**src/rtl/pos_integ_scheduler.sv**
```systemverilog
// Periodic pose integrator: snapshots global velocities every PERIOD_CYCLES, forms
// v*dt through one shared handshaked multiplier, then commits x/y/theta in one cycle.
module pos_integ_scheduler #(
    parameter int DATAWIDTH_N   = 32,
    parameter int FRACTIONAL_Q  = 15,
    parameter int PERIOD_CYCLES = 500000,
    parameter int DT_FIXED      = 328,
    parameter int PI_FIXED      = 102944
) (
    input  logic                   POS_SCHED_CLOCK_50,
    input  logic                   POS_SCHED_Reset_InLow,
    input  logic                   POS_SCHED_SETBEGIN_InLow,
    input  logic [DATAWIDTH_N-1:0] POS_SCHED_VX_InBus,
    input  logic [DATAWIDTH_N-1:0] POS_SCHED_VY_InBus,
    input  logic [DATAWIDTH_N-1:0] POS_SCHED_WZ_InBus,
    output logic                   POS_SCHED_MULREQ_Out,
    output logic [DATAWIDTH_N-1:0] POS_SCHED_MULA_OutBus,
    output logic [DATAWIDTH_N-1:0] POS_SCHED_MULB_OutBus,
    input  logic                   POS_SCHED_MULACK_In,
    input  logic [DATAWIDTH_N-1:0] POS_SCHED_MULP_InBus,
    output logic [DATAWIDTH_N-1:0] POS_SCHED_POSX_OutBus,
    output logic [DATAWIDTH_N-1:0] POS_SCHED_POSY_OutBus,
    output logic [DATAWIDTH_N-1:0] POS_SCHED_THETA_OutBus,
    output logic                   POS_SCHED_UPDATE_Out,
    output logic                   POS_SCHED_OVERRUN_Out,
    output logic                   POS_SCHED_BUSY_Out
);

    localparam int N     = DATAWIDTH_N;
    localparam int CNT_W = (PERIOD_CYCLES > 1) ? $clog2(PERIOD_CYCLES) : 1;

    localparam logic [CNT_W-1:0] CNT_LAST = CNT_W'(PERIOD_CYCLES - 1);
    localparam logic [N-1:0]     DT_W     = N'(DT_FIXED);
    localparam logic signed [N:0] PI_W     = (N+1)'(PI_FIXED);
    localparam logic signed [N:0] TWO_PI_W = (N+1)'(2 * PI_FIXED);
    localparam logic [N-1:0]     SAT_MAX  = {1'b0, {(N-1){1'b1}}};
    localparam logic [N-1:0]     SAT_MIN  = {1'b1, {(N-1){1'b0}}};

    typedef enum logic [2:0] {
        ST_IDLE,
        ST_MUL_X,
        ST_MUL_Y,
        ST_MUL_W,
        ST_COMMIT
    } state_t;

    state_t          state_q, state_d;
    logic [CNT_W-1:0] cnt_q, cnt_d;
    logic [N-1:0]    snap_vx_q, snap_vx_d, snap_vy_q, snap_vy_d, snap_wz_q, snap_wz_d;
    logic [N-1:0]    dx_q, dx_d, dy_q, dy_d, dw_q, dw_d;
    logic [N-1:0]    posx_q, posx_d, posy_q, posy_d, theta_q, theta_d;
    logic [N-1:0]    mula_q, mula_d, mulb_q, mulb_d;
    logic            mulreq_q, mulreq_d;
    logic            update_q, update_d;
    logic            overrun_q, overrun_d;
    logic            tick;

    // Products arrive already rescaled, so FRACTIONAL_Q only documents the format.
    logic unused_frac;
    assign unused_frac = (FRACTIONAL_Q >= 0);

    function automatic logic [N-1:0] sat_add(input logic [N-1:0] a, input logic [N-1:0] b);
        logic [N:0] sum;
        sum = {a[N-1], a} + {b[N-1], b};
        if (sum[N] != sum[N-1]) begin
            return sum[N] ? SAT_MIN : SAT_MAX;
        end
        return sum[N-1:0];
    endfunction

    // One correction step is enough because |dw| < pi keeps the sum inside (-2pi, 2pi).
    function automatic logic [N-1:0] wrap_theta(input logic [N-1:0] th, input logic [N-1:0] dw);
        logic signed [N:0] t;
        t = {th[N-1], th} + {dw[N-1], dw};
        if (t >= PI_W) begin
            t = t - TWO_PI_W;
        end else if (t < -PI_W) begin
            t = t + TWO_PI_W;
        end
        return t[N-1:0];
    endfunction

    assign tick = (cnt_q == CNT_LAST);

    always_comb begin
        // NOTE: every _d gets its default first, so no path through this block infers a latch.
        state_d   = state_q;
        cnt_d     = tick ? '0 : cnt_q + 1'b1;
        snap_vx_d = snap_vx_q;
        snap_vy_d = snap_vy_q;
        snap_wz_d = snap_wz_q;
        dx_d      = dx_q;
        dy_d      = dy_q;
        dw_d      = dw_q;
        posx_d    = posx_q;
        posy_d    = posy_q;
        theta_d   = theta_q;
        update_d  = 1'b0;
        overrun_d = overrun_q;

        case (state_q)
            ST_IDLE: begin
                if (tick) begin
                    snap_vx_d = POS_SCHED_VX_InBus;
                    snap_vy_d = POS_SCHED_VY_InBus;
                    snap_wz_d = POS_SCHED_WZ_InBus;
                    state_d   = ST_MUL_X;
                end
            end
            ST_MUL_X: begin
                if (POS_SCHED_MULACK_In) begin
                    dx_d    = POS_SCHED_MULP_InBus;
                    state_d = ST_MUL_Y;
                end
            end
            ST_MUL_Y: begin
                if (POS_SCHED_MULACK_In) begin
                    dy_d    = POS_SCHED_MULP_InBus;
                    state_d = ST_MUL_W;
                end
            end
            ST_MUL_W: begin
                if (POS_SCHED_MULACK_In) begin
                    dw_d    = POS_SCHED_MULP_InBus;
                    state_d = ST_COMMIT;
                end
            end
            ST_COMMIT: begin
                posx_d   = sat_add(posx_q, dx_q);
                posy_d   = sat_add(posy_q, dy_q);
                theta_d  = wrap_theta(theta_q, dw_q);
                update_d = 1'b1;
                state_d  = ST_IDLE;
            end
            default: state_d = ST_IDLE;
        endcase

        // A tick that lands on an active sequence is dropped but remembered.
        if (tick && (state_q != ST_IDLE)) begin
            overrun_d = 1'b1;
        end

        if (!POS_SCHED_SETBEGIN_InLow) begin
            state_d   = ST_IDLE;
            cnt_d     = '0;
            snap_vx_d = '0;
            snap_vy_d = '0;
            snap_wz_d = '0;
            dx_d      = '0;
            dy_d      = '0;
            dw_d      = '0;
            posx_d    = '0;
            posy_d    = '0;
            theta_d   = '0;
            update_d  = 1'b0;
            overrun_d = 1'b0;
        end

        // Handshake outputs are registered from the next state so they are glitch-free.
        mulreq_d = (state_d == ST_MUL_X) || (state_d == ST_MUL_Y) || (state_d == ST_MUL_W);
        case (state_d)
            ST_MUL_X: mula_d = snap_vx_d;
            ST_MUL_Y: mula_d = snap_vy_d;
            ST_MUL_W: mula_d = snap_wz_d;
            default:  mula_d = '0;
        endcase
        mulb_d = mulreq_d ? DT_W : '0;
    end

    always_ff @(posedge POS_SCHED_CLOCK_50 or negedge POS_SCHED_Reset_InLow) begin
        if (!POS_SCHED_Reset_InLow) begin
            state_q   <= ST_IDLE;
            cnt_q     <= '0;
            snap_vx_q <= '0;
            snap_vy_q <= '0;
            snap_wz_q <= '0;
            dx_q      <= '0;
            dy_q      <= '0;
            dw_q      <= '0;
            posx_q    <= '0;
            posy_q    <= '0;
            theta_q   <= '0;
            mula_q    <= '0;
            mulb_q    <= '0;
            mulreq_q  <= 1'b0;
            update_q  <= 1'b0;
            overrun_q <= 1'b0;
        end else begin
            // NOTE: non-blocking here so every flop samples pre-edge values regardless of order.
            state_q   <= state_d;
            cnt_q     <= cnt_d;
            snap_vx_q <= snap_vx_d;
            snap_vy_q <= snap_vy_d;
            snap_wz_q <= snap_wz_d;
            dx_q      <= dx_d;
            dy_q      <= dy_d;
            dw_q      <= dw_d;
            posx_q    <= posx_d;
            posy_q    <= posy_d;
            theta_q   <= theta_d;
            mula_q    <= mula_d;
            mulb_q    <= mulb_d;
            mulreq_q  <= mulreq_d;
            update_q  <= update_d;
            overrun_q <= overrun_d;
        end
    end

    assign POS_SCHED_MULREQ_Out   = mulreq_q;
    assign POS_SCHED_MULA_OutBus  = mula_q;
    assign POS_SCHED_MULB_OutBus  = mulb_q;
    assign POS_SCHED_POSX_OutBus  = posx_q;
    assign POS_SCHED_POSY_OutBus  = posy_q;
    assign POS_SCHED_THETA_OutBus = theta_q;
    assign POS_SCHED_UPDATE_Out   = update_q;
    assign POS_SCHED_OVERRUN_Out  = overrun_q;
    assign POS_SCHED_BUSY_Out     = (state_q != ST_IDLE);

endmodule
```
**config.mk**
```make
export PLATFORM = sky130hd
export DESIGN_NAME = pos_integ_scheduler
export DESIGN_NICKNAME = d
export VERILOG_FILES = /design/src/rtl/pos_integ_scheduler.sv
export SDC_FILE = /design/constraint.sdc
export NUM_CORES = 1
export LEC_CHECK = 0
export ABC_CLOCK_PERIOD_IN_PS = 8900
export CAP_MARGIN = 25
export CORE_MARGIN = 1
export CORE_UTILIZATION = 60
export DETAILED_ROUTE_END_ITERATION = 6
export PLACE_DENSITY = 0.95
export SYNTH_ARGS = -nofsm -noshare
export SYNTH_HDL_FRONTEND = slang
export SYNTH_SLANG_ARGS = --single-unit
```
**constraint.sdc**
```tcl
create_clock -name POS_SCHED_CLOCK_50 -period 8.9 [get_ports POS_SCHED_CLOCK_50]
set_input_delay 1.78 -clock POS_SCHED_CLOCK_50 [delete_from_list [all_inputs] [get_ports POS_SCHED_CLOCK_50]]
set_output_delay 1.78 -clock POS_SCHED_CLOCK_50 [all_outputs]
set_load 0.005 [all_outputs]
```
==> results of run 1 <==
metrics by stage:
stage	area (µm²)	cells	util (%)	worst slack (ns)	power, mW
3_5_place_dp	23800	2878	69.0	4.04	1.75
6_report	25200	2953	73.2	3.92	3.42
5_1_grt	25200	2953	73.2	3.68	3.50
2_1_floorplan	21100	2294	-	4.91	1.64
3_3_place_gp	23800	2877	69.0	4.15	1.75
4_1_cts	25100	2947	72.9	4.01	3.43
cell families (layout without fill, tap and decap cells):
group / after synthesis / count (layout) / share of synthesized area (%)
compound gates: 615 / 615 / 21.1
xor+xnor: 101 / 101 / 4.25
fa+ha+maj: 102 / 102 / 6.18
buf+inv: 178 / 379 / 4.01
flops: 345 / 345 / 41.1
mux: 100 / 100 / 4.77
other cells: 1 / 32 / 0.0178
simple gates: 824 / 824 / 18.6
sequential cells by signal, summed over array words and instances (netlist names):
signal and count:
cnt_q 19, state_q 3, snap_wz_q 32, POS_SCHED_POSX_OutBus 32, snap_vx_q 32, POS_SCHED_MULB_OutBus 1
POS_SCHED_POSY_OutBus 32, snap_vy_q 32, POS_SCHED_MULA_OutBus 32, POS_SCHED_OVERRUN_Out 1, dy_q 32, POS_SCHED_THETA_OutBus 32
dw_q 32, dx_q 32, POS_SCHED_UPDATE_Out 1
path summary, 6_finish.rpt:
path / end / slack [ns] / cells past startpoint
max: POS_SCHED_THETA_OutBus[24] / 3.92 / 12
min: cnt_q[0] / 0.50 / 1
max reg2reg: POS_SCHED_THETA_OutBus[24] / 3.92 / 12
min reg2reg: cnt_q[0] / 0.50 / 1
max in group asynchronous: cnt_q[11] / 5.77 / 2
min in group asynchronous: snap_wz_q[25] / 1.35 / 1
per-layer routing:
| metal | GRT usage [%] | vias up |
|---|---|---|
| li1 | - | 8468 |
| met1 | 46.9 | 9309 |
| met2 | 58.5 | 975 |
| met3 | 6.69 | 208 |
| met4 | 19.4 | 0 |
| met5 | 0 | - |
Yosys cell counts (all sizes together) (4+ instances only):
cell type	number
a21o	42
a211oi	33
mux2i	99
nor3	30
ha	99
xor2	36
a31oi	14
clkbuf	92
a22o	9
o32ai	4
a21oi	88
and4	10
nand4	22
nand2b	12
or3	20
xnor2	65
or4	5
nand2	393
a32o	4
and3	19
a32oi	5
o21a	11
dfrtp	345
a22oi	41
o211a	5
a211o	13
a221o	31
o211ai	17
and2	23
a2bb2oi	5
nor4	14
inv	26
nor2	119
buf	60
or2	5
o21ai	118
nor2b	109
a21boi	103
nand3	32
a31o	6
o31ai	13
a41oi	4
o22ai	5
a2111oi	5
o21bai	9
power groups by stage:
stage	Sequential (mW)	Clock (mW)	Combinational, mW
after floorplan	1.60	0	0.0408
final	1.57	1.70	0.150
after detailed placement	1.60	0	0.148
after global placement	1.60	0	0.147
after global routing	1.57	1.77	0.159
after CTS	1.57	1.71	0.150
cell usage in the layout (no fill, tap or decap), types with 14 or more instances in the layout:
cell / count
a211oi_1: 30
a21boi_0: 101
a21o_1: 42
a21oi_1: 86
a221o_1: 31
a22oi_1: 40
and2_1: 21
and3_1: 19
buf_4: 14
clkbuf_16: 39
clkdlybuf4s50_1: 264
conb_1: 29
dfrtp_1: 345
ha_1: 99
inv_1: 26
mux2i_1: 99
nand2_1: 393
nand3_1: 31
nand4_1: 22
nor2_1: 114
nor2b_1: 107
nor3_1: 27
o211ai_1: 16
o21ai_0: 104
or3_1: 20
xnor2_1: 64
xor2_1: 36
layout make-up:
| cell class | count | share of cell area, % |
|---|---|---|
| inverters | 26 | 0.387 |
| diodes | 3 | 0.0298 |
| multi-input cells | 1771 | 46.4 |
| clock inverters | 16 | 0.928 |
| well taps | 455 | 2.26 |
| clock buffers | 53 | 4.40 |
| flip-flops and latches | 345 | 34.2 |
| repair buffers | 284 | 11.4 |
worst register-to-register path: stages (launching register included):
cell	delay, ns
dfrtp_1	0.41
ha_1	0.44
a21oi_1	0.44
o21ai_1	0.27
o31ai_1	0.49
a211oi_1	0.11
or3_1	0.36
a211oi_1	0.38
nand4_1	0.31
o31ai_2	0.96
nor3_1	0.12
or3_1	0.35
a32o_1	0.25
==> metrics.md, run 1 <==
| Metric | Value |
|---|---|
| Status | complete, but fails checks |
| Failing checks | design-rule violations |
| Worst min-delay path class | register to register |
| Syn Inst Count | roughly 2.3k |
| Power share of the clock group | 49.6% |
| Cts-stage hold buffer count | 0 |
| Crit path from | POS_SCHED_THETA_OutBus[14] |
| Crit path buffers/inverters | 0 |
| Routed WL | ~66000 µm |
| Fin crit share | 55.9% |
| Unrepaired setup endpoints after global routing | no |
| Max-slew violations | 0 |
| Resize count post-CTS | 0 |
| Core Box Area | 34500 µm² |
| Combinational share of power | 4.4% |
| Pwr Density | roughly 140 nW/µm² |
| Clock root cell | clkbuf_16 |
| Crit Path Max Fanout | 12 |
| Area Growth Syn to Fin | 20.0% |
| Fillers | about 2.4k |
| Via/cell ratio | 6.42 |
| Max IR drop VDD | 190 µV |
| Initial antenna violation count | 2 |
| Die Span Y | 189 µm |
| Port Buffers | 266 |
| Async set-or-reset flop fraction in the synthesized netlist | 100% |
| Post-synth EDFFs | 0 |
| Hold Path Origin | cnt_q[0] |
| Post-synthesis cell area | 21000 µm² |
| Yosys Warn Count | 0 |
| Register area | between 8000 and 9000 µm² |
| Initial core utilization | between 60 and 70% |
| DRT Pass-1 Iters | 7 |
| Clock Path Buffers | 3 |
| Ys flop type | dfrtp_1 |
| Maximum Capacitance Violations | 0 |
| Post-detail-place hpwl | between 40000 and 50000 µm |
| Fmax | 201 MHz |
| Setup Skew | 0.0139 ns |
| CTS tree | built |
| Post-synth cell types | 103 |
| GRT overflow | 0 |
| Hold violation count in the final report | 0 |
| Ports | between 200 and 300 |
| Iteration-0 DRC Markers | 1717 |
| Share of the synthesized area in the top cell type | 41.1% |
| Die Span X | between 150 and 200 µm |
| Via count | 19.0k |
| Cell taking the most area after synthesis | dfrtp_1 |
| CTS Sinks | between 300 and 400 |
| Vias in the first global route | 18.6k |
| Worst slew margin | 25.2% |
| Antenna Violating Nets Remaining | 0 |
| Crit end category | register |
| CP max stage delay | 0.96 ns |
| Die footprint | 35800 µm² |
| Met3 wire len | 5800 µm |
| Placer's final routability congestion estimate | a little under 1 |
| WL met2 | 30700 µm |
| Hold slack | 0.504 ns |
| Row cnt | 68 |
| CTS Buf Count | 39 |
| Fraction of layout cells with a size suffix above 1 | 5.29% |
| Final setup violation count | 0 |
| Clock transition at the registers of the reported paths | 0.06 ns |
| Reg2reg start | POS_SCHED_THETA_OutBus[14] |
| Worst path slowest cell | o31ai_2 |
| Internal Pwr Total | 2.63 mW |
| Post-synthesis register bit count | ~350 |
| GRT Resource Usage Total | a little over a third |
| Routed len/inst | 22.2 µm |
| Met1 WL | 25400 µm |
| Top sig layer | met4 |
| Reg power frac | between 40% and 50% |
| H-tree Lvls | 2 |
| Tightest Pin Transition | 1.12 ns |
| Critical-path cell list | ha_1 -> a21oi_1 -> o21ai_1 -> o31ai_1 -> a211oi_1 -> or3_1 -> a211oi_1 -> nand4_1 -> o31ai_2 -> nor3_1 -> or3_1 -> a32o_1 |
| Crit path max-delay family | compound AO/OA/AOI/OAI gates |
| Fin nets | ~2.7k |
| CP required | between 9 and 10 ns |
| Psw | 0.785 mW |
| Synth area leaders | dfrtp_1 (41%), nand2_1 (7.0%), ha_1 (5.9%), mux2i_1 (4.7%), a21boi_0 (3.6%) |
| First-pass GRT wire length | between 100000 and 150000 µm |
| Lkg Pwr | roughly 11 nW |
| Seq/Total Area, Yosys | 41.1% |
| CP Launch Type | register |
| Arr. time, crit path | around 5.4 ns |
| Avg Cell Area, Syn | 9.27 µm² |
| Sw Ratio | 23.0% |
| Remaining DRCs | 1 |
| Clk_lat worst skew | ~0.55 ns |
| Final setup TNS | 0 ns |
| Area of the multi-input gates | 11700 µm² |
| Minimum clock period | 4.98 ns |
| Post-CTS Setup Bufs | 0 |
| Largest net degree at the start of global routing | 208 |
| Kind of critical path | register to register |
Note: power is estimated with default switching activity, not from simulation.
==> inputs of run 2 (changes only) <==
Settings changed: ABC_CLOCK_PERIOD_IN_PS 8900 to 4600, CORE_UTILIZATION 60 to 56, PLACE_DENSITY 0.95 to 0.91.
Clock period 8.9 ns to 4.6 ns, I/O delays scaled along.
==> metrics.md, run 2 (same netlist as run 1, synthesis figures left out) <==
| Metric | Value |
|---|---|
| DRT Pass-1 Iters | 6 (-1) |
| Hold violation count in the final report | 0 (unchanged) |
| Area Growth Syn to Fin | 21.0% |
| Internal Pwr Total | 5.04 mW (+91%) |
| Arr. time, crit path | 4.87 ns (-0.54 ns) |
| Commonest non-fill, non-tap cells in the layout | nand2_1 (393), dfrtp_1 (345), clkdlybuf4s50_1 (264) |
| Max IR drop VDD | 319 µV (+67%) |
| Clock Path Buffers | 3 (unchanged) |
| Reg-to-Reg End | POS_SCHED_THETA_OutBus[24] |
| Power share of the clock group | 49.4% (-0.2 points) |
| Sw Ratio | 23.6% (+0.62 points) |
| First-pass GRT wire length | 104000 µm (+1.3%) |
| Number of cells on the critical path | 12 (unchanged) |
| Row cnt | 70 (+2.9%) |
| Crit end category | register |
| Inst Count DP | 2918 (+1.4%) |
| GRT overflow | 0 (unchanged) |
| Worst min-delay path class | input pin to async pin |
| Reg2reg start | POS_SCHED_THETA_OutBus[10] |
| Crit path from | POS_SCHED_THETA_OutBus[10] |
| Placed Area | 24000 µm² (+1.0%) |
| Most common cell after layout, fill and taps aside | nand2_1 |
| Unrepaired setup endpoints after global routing | no |
| Initial antenna violation count | 4 (+2) |
| H-tree Lvls | 2 (unchanged) |
| Initial core utilization | 57.1% (-3.9 points) |
| Die footprint | 38300 µm² (+7.1%) |
| Crit path buffers/inverters | 0 (unchanged) |
| Setup Skew | 0.0259 ns (+0.0121 ns) |
| Psw | 1.56 mW (+98%) |
| Vias in the first global route | 18.8k (+1.1%) |
| Fin nets | 2727 (+0.96%) |
| CP required | 5.06 ns (-4.28 ns) |
| Pwr Density | 259 nW/µm² (+91%) |
| Maximum Capacitance Violations | 0 (unchanged) |
| Routed len/inst | 22.2 µm (-0.14%) |
| Port Buffers | 266 (unchanged) |
| Lkg Pwr | 11.2 nW (+1.2%) |
| Antenna Violating Nets Remaining | 0 (unchanged) |
| Final Non-Filler Cells | 2993 (+1.4%) |
| Kind of critical path | register to register |
| Core Box Area | 36800 µm² (+6.8%) |
| Clock root cell | clkbuf_16 |
| R2R depth | 12 (unchanged) |
| Remaining DRCs | 0 (-1) |
| Fraction of layout cells with a size suffix above 1 | 6.23% (+0.93 points) |
| Die Span Y | 196 µm (+3.5%) |
| Clk_lat worst skew | 0.60 ns (+0.05 ns) |
| Iteration-0 DRC Markers | 1592 (-7.3%) |
| Reg power frac | 46.1% (about the same) |
| Final Util | 69.1% (-4.0 points) |
| Post-detail-place hpwl | 47400 µm (+4.6%) |
| Crit path max-delay family | compound AO/OA/AOI/OAI gates |
| Fmax | 227 MHz (+13%) |
| Largest net degree at the start of global routing | 112 (-46%) |
| CP Launch Type | register |
| Ports | 296 (unchanged) |
| Tightest Pin Transition | 0.980 ns (-0.142 ns) |
| Worst path slowest cell | a211oi_1 |
| Placer's final routability congestion estimate | 1.01 (+3.0%) |
| Status | complete, no violations |
| CP max stage delay | 0.61 ns (-0.35 ns) |
| Via/cell ratio | 6.25 (-2.6%) |
| Combinational share of power | 4.5% (about the same) |
| Max-slew violations | 0 (unchanged) |
| CTS tree | built |
| Worst reg-to-reg setup slack | 0.19 ns (-3.73 ns) |
| Fin area | 25400 µm² (+0.85%) |
| Via count | 18.7k (-1.3%) |
| Fin crit share | 95.8% (+40 points) |
| Routed WL | 66400 µm (+1.2%) |
| Clock transition at the registers of the reported paths | 0.07 ns (about the same) |
| Crit Path Max Fanout | 8 (-4) |
| Minimum clock period | 4.41 ns (-0.570 ns) |
| Critical-path cell list | ha_1 -> a21oi_1 -> o21ai_1 -> a21oi_2 -> nor2_1 -> a211oi_1 -> nand3_1 -> a2111oi_4 -> a31o_1 -> nor2_2 -> or3_1 -> a32o_1 |
| Worst slew margin | 34.7% (+9.5 points) |
| Worst setup endpoint | POS_SCHED_THETA_OutBus[24] |
| CTS Sinks | 345 (unchanged) |
| Final setup violation count | 0 (unchanged) |
| GRT Resource Usage Total | 34.7% (-1.7 points) |
| CTS Buf Count | 39 (unchanged) |
| Die Span X | 196 µm (+3.5%) |
| Final setup TNS | 0 ns (unchanged) |
## run 2: cell count changes in the layout (fill, tap and decap cells not counted), sizes merged
cell / previous run / this run
bufinv: 4 / 3
buf: 20 / 46
clkinvlp: 4 / 3
inv: 27 / 28
clkinv: 7 / 9
## run 2: layer usage
metal	wire length [µm]	part of all wire [%]	GRT usage (%)
met1	26800	40	44.8
met2	30300	46	54.3
met3	5480	8.2	7.15
met4	3860	5.8	20.1
met5	17	0.026	0
## run 2: area by class of cell
class,instances,area (µm²)
Clock inverter,17,226
Sequential cell,345,8630
Timing Repair Buffer,310,3090
Antenna cell,3,7.51
Tap cell,468,586
Fill cell,2651,11400
Multi-Input combinational cell,1771,11700
Clock buffer,53,1100
Inverter,26,97.6
## run 2: power by group through the flow
| stage | Sequential [mW] | Combinational (mW) | Clock (mW) |
|---|---|---|---|
| 2_1_floorplan | 3.09 | 0.0788 | 0 |
| 3_3_place_gp | 3.09 | 0.292 | 0 |
| 3_5_place_dp | 3.09 | 0.294 | 0 |
| 4_1_cts | 3.04 | 0.297 | 3.30 |
| 5_1_grt | 3.04 | 0.317 | 3.40 |
| 6_report | 3.04 | 0.297 | 3.26 |
## run 2: worst min-delay path by stage
stage,slack [ns],cells after the start,to
floorplan,0.45,1,cnt_q[0]
global placement,0.47,1,cnt_q[0]
detailed placement,0.48,1,cnt_q[0]
CTS,0.47,1,POS_SCHED_MULA_OutBus[14]
global route,0.48,1,POS_SCHED_POSY_OutBus[30]
finish,0.39,1,POS_SCHED_POSY_OutBus[30]
## run 2: through the flow
stage	setup WS, ns	hold slack [ns]	total power, mW
after floorplan	0.606	0.453	3.17
after global placement	0.399	0.468	3.39
after detailed placement	0.318	0.480	3.39
after CTS	0.321	0.469	6.64
after global routing	0.0254	0.484	6.76
final	0.192	0.390	6.60
## run 2: repair_timing
item,in CTS,in global routing
hold buffers,0,0
setup endpoints to repair,0,3
resized for setup,0,1
setup buffers,0,0
==> inputs of run 3 (changes only) <==
Settings changed: PLACE_DENSITY 0.91 to 0.92.
==> metrics.md, run 3 (same netlist as run 1, synthesis figures left out) <==
| Metric | Value |
|---|---|
| Worst min-delay path class | input pin to async pin |
| GRT overflow | 0 (unchanged) |
| Lkg Pwr | 11.2 nW (about the same) |
| Final WS setup | 0.194 ns (+0.00184 ns) |
| Worst path slowest cell | fa_1 |
| First-pass GRT wire length | 103000 µm (-0.97%) |
| H-tree Lvls | 2 (unchanged) |
| Critical-path cell list | ha_1 -> fa_1 -> a211o_2 -> a211o_1 -> and3_1 -> nor4_1 -> o211ai_1 -> a211oi_1 -> o2111ai_1 -> o31ai_1 -> buf_4 -> nor3_1 -> or3_1 -> a32o_1 |
| Clk_lat worst skew | 0.58 ns (-0.02 ns) |
| GRT Resource Usage Total | 34.3% (-0.35 points) |
| Worst reg-to-reg setup slack | 0.19 ns (about the same) |
| Die footprint | 38300 µm² (unchanged) |
| Port Buffers | 266 (unchanged) |
| CP Launch Type | register |
| Pwr Density | 256 nW/µm² (-1.4%) |
| Post-detail-place hpwl | 47500 µm (+0.22%) |
| Routed len/inst | 22.0 µm (-0.85%) |
| Final Util | 69.1% (about the same) |
| CTS tree | built |
| Reg2reg start | POS_SCHED_THETA_OutBus[0] |
| Routed WL | 65900 µm (-0.82%) |
| Unrepaired setup endpoints after global routing | no |
| Area Growth Syn to Fin | 20.9% (about the same) |
| Max-slew violations | 0 (unchanged) |
| Minimum clock period | 4.41 ns (-0.00184 ns) |
| Hold violation count in the final report | 0 (unchanged) |
| Resize count post-CTS | 0 (unchanged) |
| Remaining DRCs | 0 (unchanged) |
| Setup Skew | 0.0137 ns (-0.0122 ns) |
| Cts-stage hold buffer count | 0 (unchanged) |
| Crit path buffers/inverters | 1 (+1) |
| R2R depth | 14 (+2) |
| CTS Buf Count | 39 (unchanged) |
| Worst slew margin | 33.8% (-0.90 points) |
| Clock Path Buffers | 3 (unchanged) |
| Tightest Pin Transition | 0.994 ns (+0.0134 ns) |
| Pre-CTS WS | 0.290 ns (-0.0286 ns) |
| Arr. time, crit path | 4.87 ns (about the same) |
| Initial antenna violation count | 5 (+1) |
| Initial core utilization | 57.1% (unchanged) |
| Die Span X | 196 µm (unchanged) |
| Pwr Total | 6.50 mW (-1.5%) |
| Fin crit share | 95.8% (about the same) |
| Post-CTS Setup Bufs | 0 (unchanged) |
| Crit Path Max Fanout | 12 (+4) |
| Core Box Area | 36800 µm² (unchanged) |
| Ports | 296 (unchanged) |
| CP max stage delay | 0.43 ns (-0.18 ns) |
| Clock transition at the registers of the reported paths | 0.07 ns (about the same) |
| Kind of critical path | register to register |
| Crit end category | register |
| Iteration-0 DRC Markers | 1892 (+19%) |
| Placed Area | 24000 µm² (about the same) |
| Die Span Y | 196 µm (unchanged) |
| CTS Sinks | 345 (unchanged) |
| DRT Pass-1 Iters | 5 (-1) |
| Fin nets | 2726 (-0.037%) |
| Crit path max-delay family | compound AO/OA/AOI/OAI gates |
| Via/cell ratio | 6.26 (+0.16%) |
| Number of cells on the critical path | 14 (+2) |
| Final Non-Filler Cells | 2994 (+0.033%) |
| Fraction of layout cells with a size suffix above 1 | 6.35% (+0.12 points) |
| Clock root cell | clkbuf_16 |
| Final setup TNS | 0 ns (unchanged) |
| CP required | 5.07 ns (about the same) |
| Max IR drop VDD | 304 µV (-4.6%) |
| Final setup violation count | 0 (unchanged) |
| Antenna Violating Nets Remaining | 0 (unchanged) |
| Hold slack | 0.433 ns (+0.0430 ns) |
| Row cnt | 70 (unchanged) |
| Status | complete, no violations |
| Maximum Capacitance Violations | 0 (unchanged) |
| Reg-to-Reg End | POS_SCHED_THETA_OutBus[24] |
| Via count | 18.8k (+0.20%) |
| Largest net degree at the start of global routing | 124 (+11%) |
| Commonest non-fill, non-tap cells in the layout | nand2_1 (393), dfrtp_1 (345), clkdlybuf4s50_1 (264) |
| Fin area | 25400 µm² (about the same) |
| Vias in the first global route | 18.6k (-1.2%) |
| Most common cell after layout, fill and taps aside | nand2_1 |
| Inst Count DP | 2917 (-0.034%) |
| Fmax | 227 MHz (about the same) |
| Placer's final routability congestion estimate | 0.991 (-1.8%) |
==> run 3: cell count changes in the layout (fill, tap and decap cells not counted), moves of 2 or more <==
cell      previous run  this run
clkbuf_8             7         2
diode_2              3         6
buf_12               3         5
buf_16               3         1
buf_4               39        36
clkinv_2             7        13
clkbuf_1             7         4
==> run 3: worst max-delay path by stage <==
| stage | from | end | slack [ns] |
|---|---|---|---|
| 2_1_floorplan | POS_SCHED_THETA_OutBus[0] | POS_SCHED_THETA_OutBus[24] | 0.61 |
| 3_3_place_gp | dw_q[10] | POS_SCHED_THETA_OutBus[24] | 0.32 |
| 3_5_place_dp | POS_SCHED_THETA_OutBus[0] | POS_SCHED_THETA_OutBus[24] | 0.29 |
| 4_1_cts | POS_SCHED_THETA_OutBus[0] | POS_SCHED_THETA_OutBus[24] | 0.27 |
| 5_1_grt | dw_q[10] | POS_SCHED_THETA_OutBus[24] | 0.03 |
| 6_report | POS_SCHED_THETA_OutBus[0] | POS_SCHED_THETA_OutBus[24] | 0.19 |
==> run 3: layer usage <==
metal	track usage (%)	up-vias	wire length, µm	share of wire [%]
met5	0	-	0	0
met2	54.4	881	30200	46
met1	43.8	9144	26200	40
met4	18.0	0	3650	5.5
met3	8.22	196	5920	9.0
li1	-	8531	-	-
==> run 3: worst reg2reg max path, cell delays in order, from the launching register on <==
cell,delay (ns)
dfrtp_1,0.40
ha_1,0.26
fa_1,0.43
a211o_2,0.40
a211o_1,0.30
and3_1,0.27
nor4_1,0.34
o211ai_1,0.14
a211oi_1,0.42
o2111ai_1,0.23
o31ai_1,0.24
buf_4,0.23
nor3_1,0.08
or3_1,0.31
a32o_1,0.24
==> run 3: area by class of cell <==
class	instances	area (µm²)
multi-input cells	1771	11700
fillers	2653	11400
flip-flops and latches	345	8630
repair buffers	309	3100
clock buffers	45	1020
well taps	468	586
clock inverters	24	265
inverters	26	97.6
diodes	6	15.0
==> run 3: report_power, final <==
| group | total, mW | switching, mW | internal (mW) |
|---|---|---|---|
| clock | 3.17 | 1.38 | 1.79 |
| combinational | 0.294 | 0.163 | 0.131 |
| sequential | 3.04 | 0.00238 | 3.04 |
| total | 6.50 | 1.54 | 4.96 |
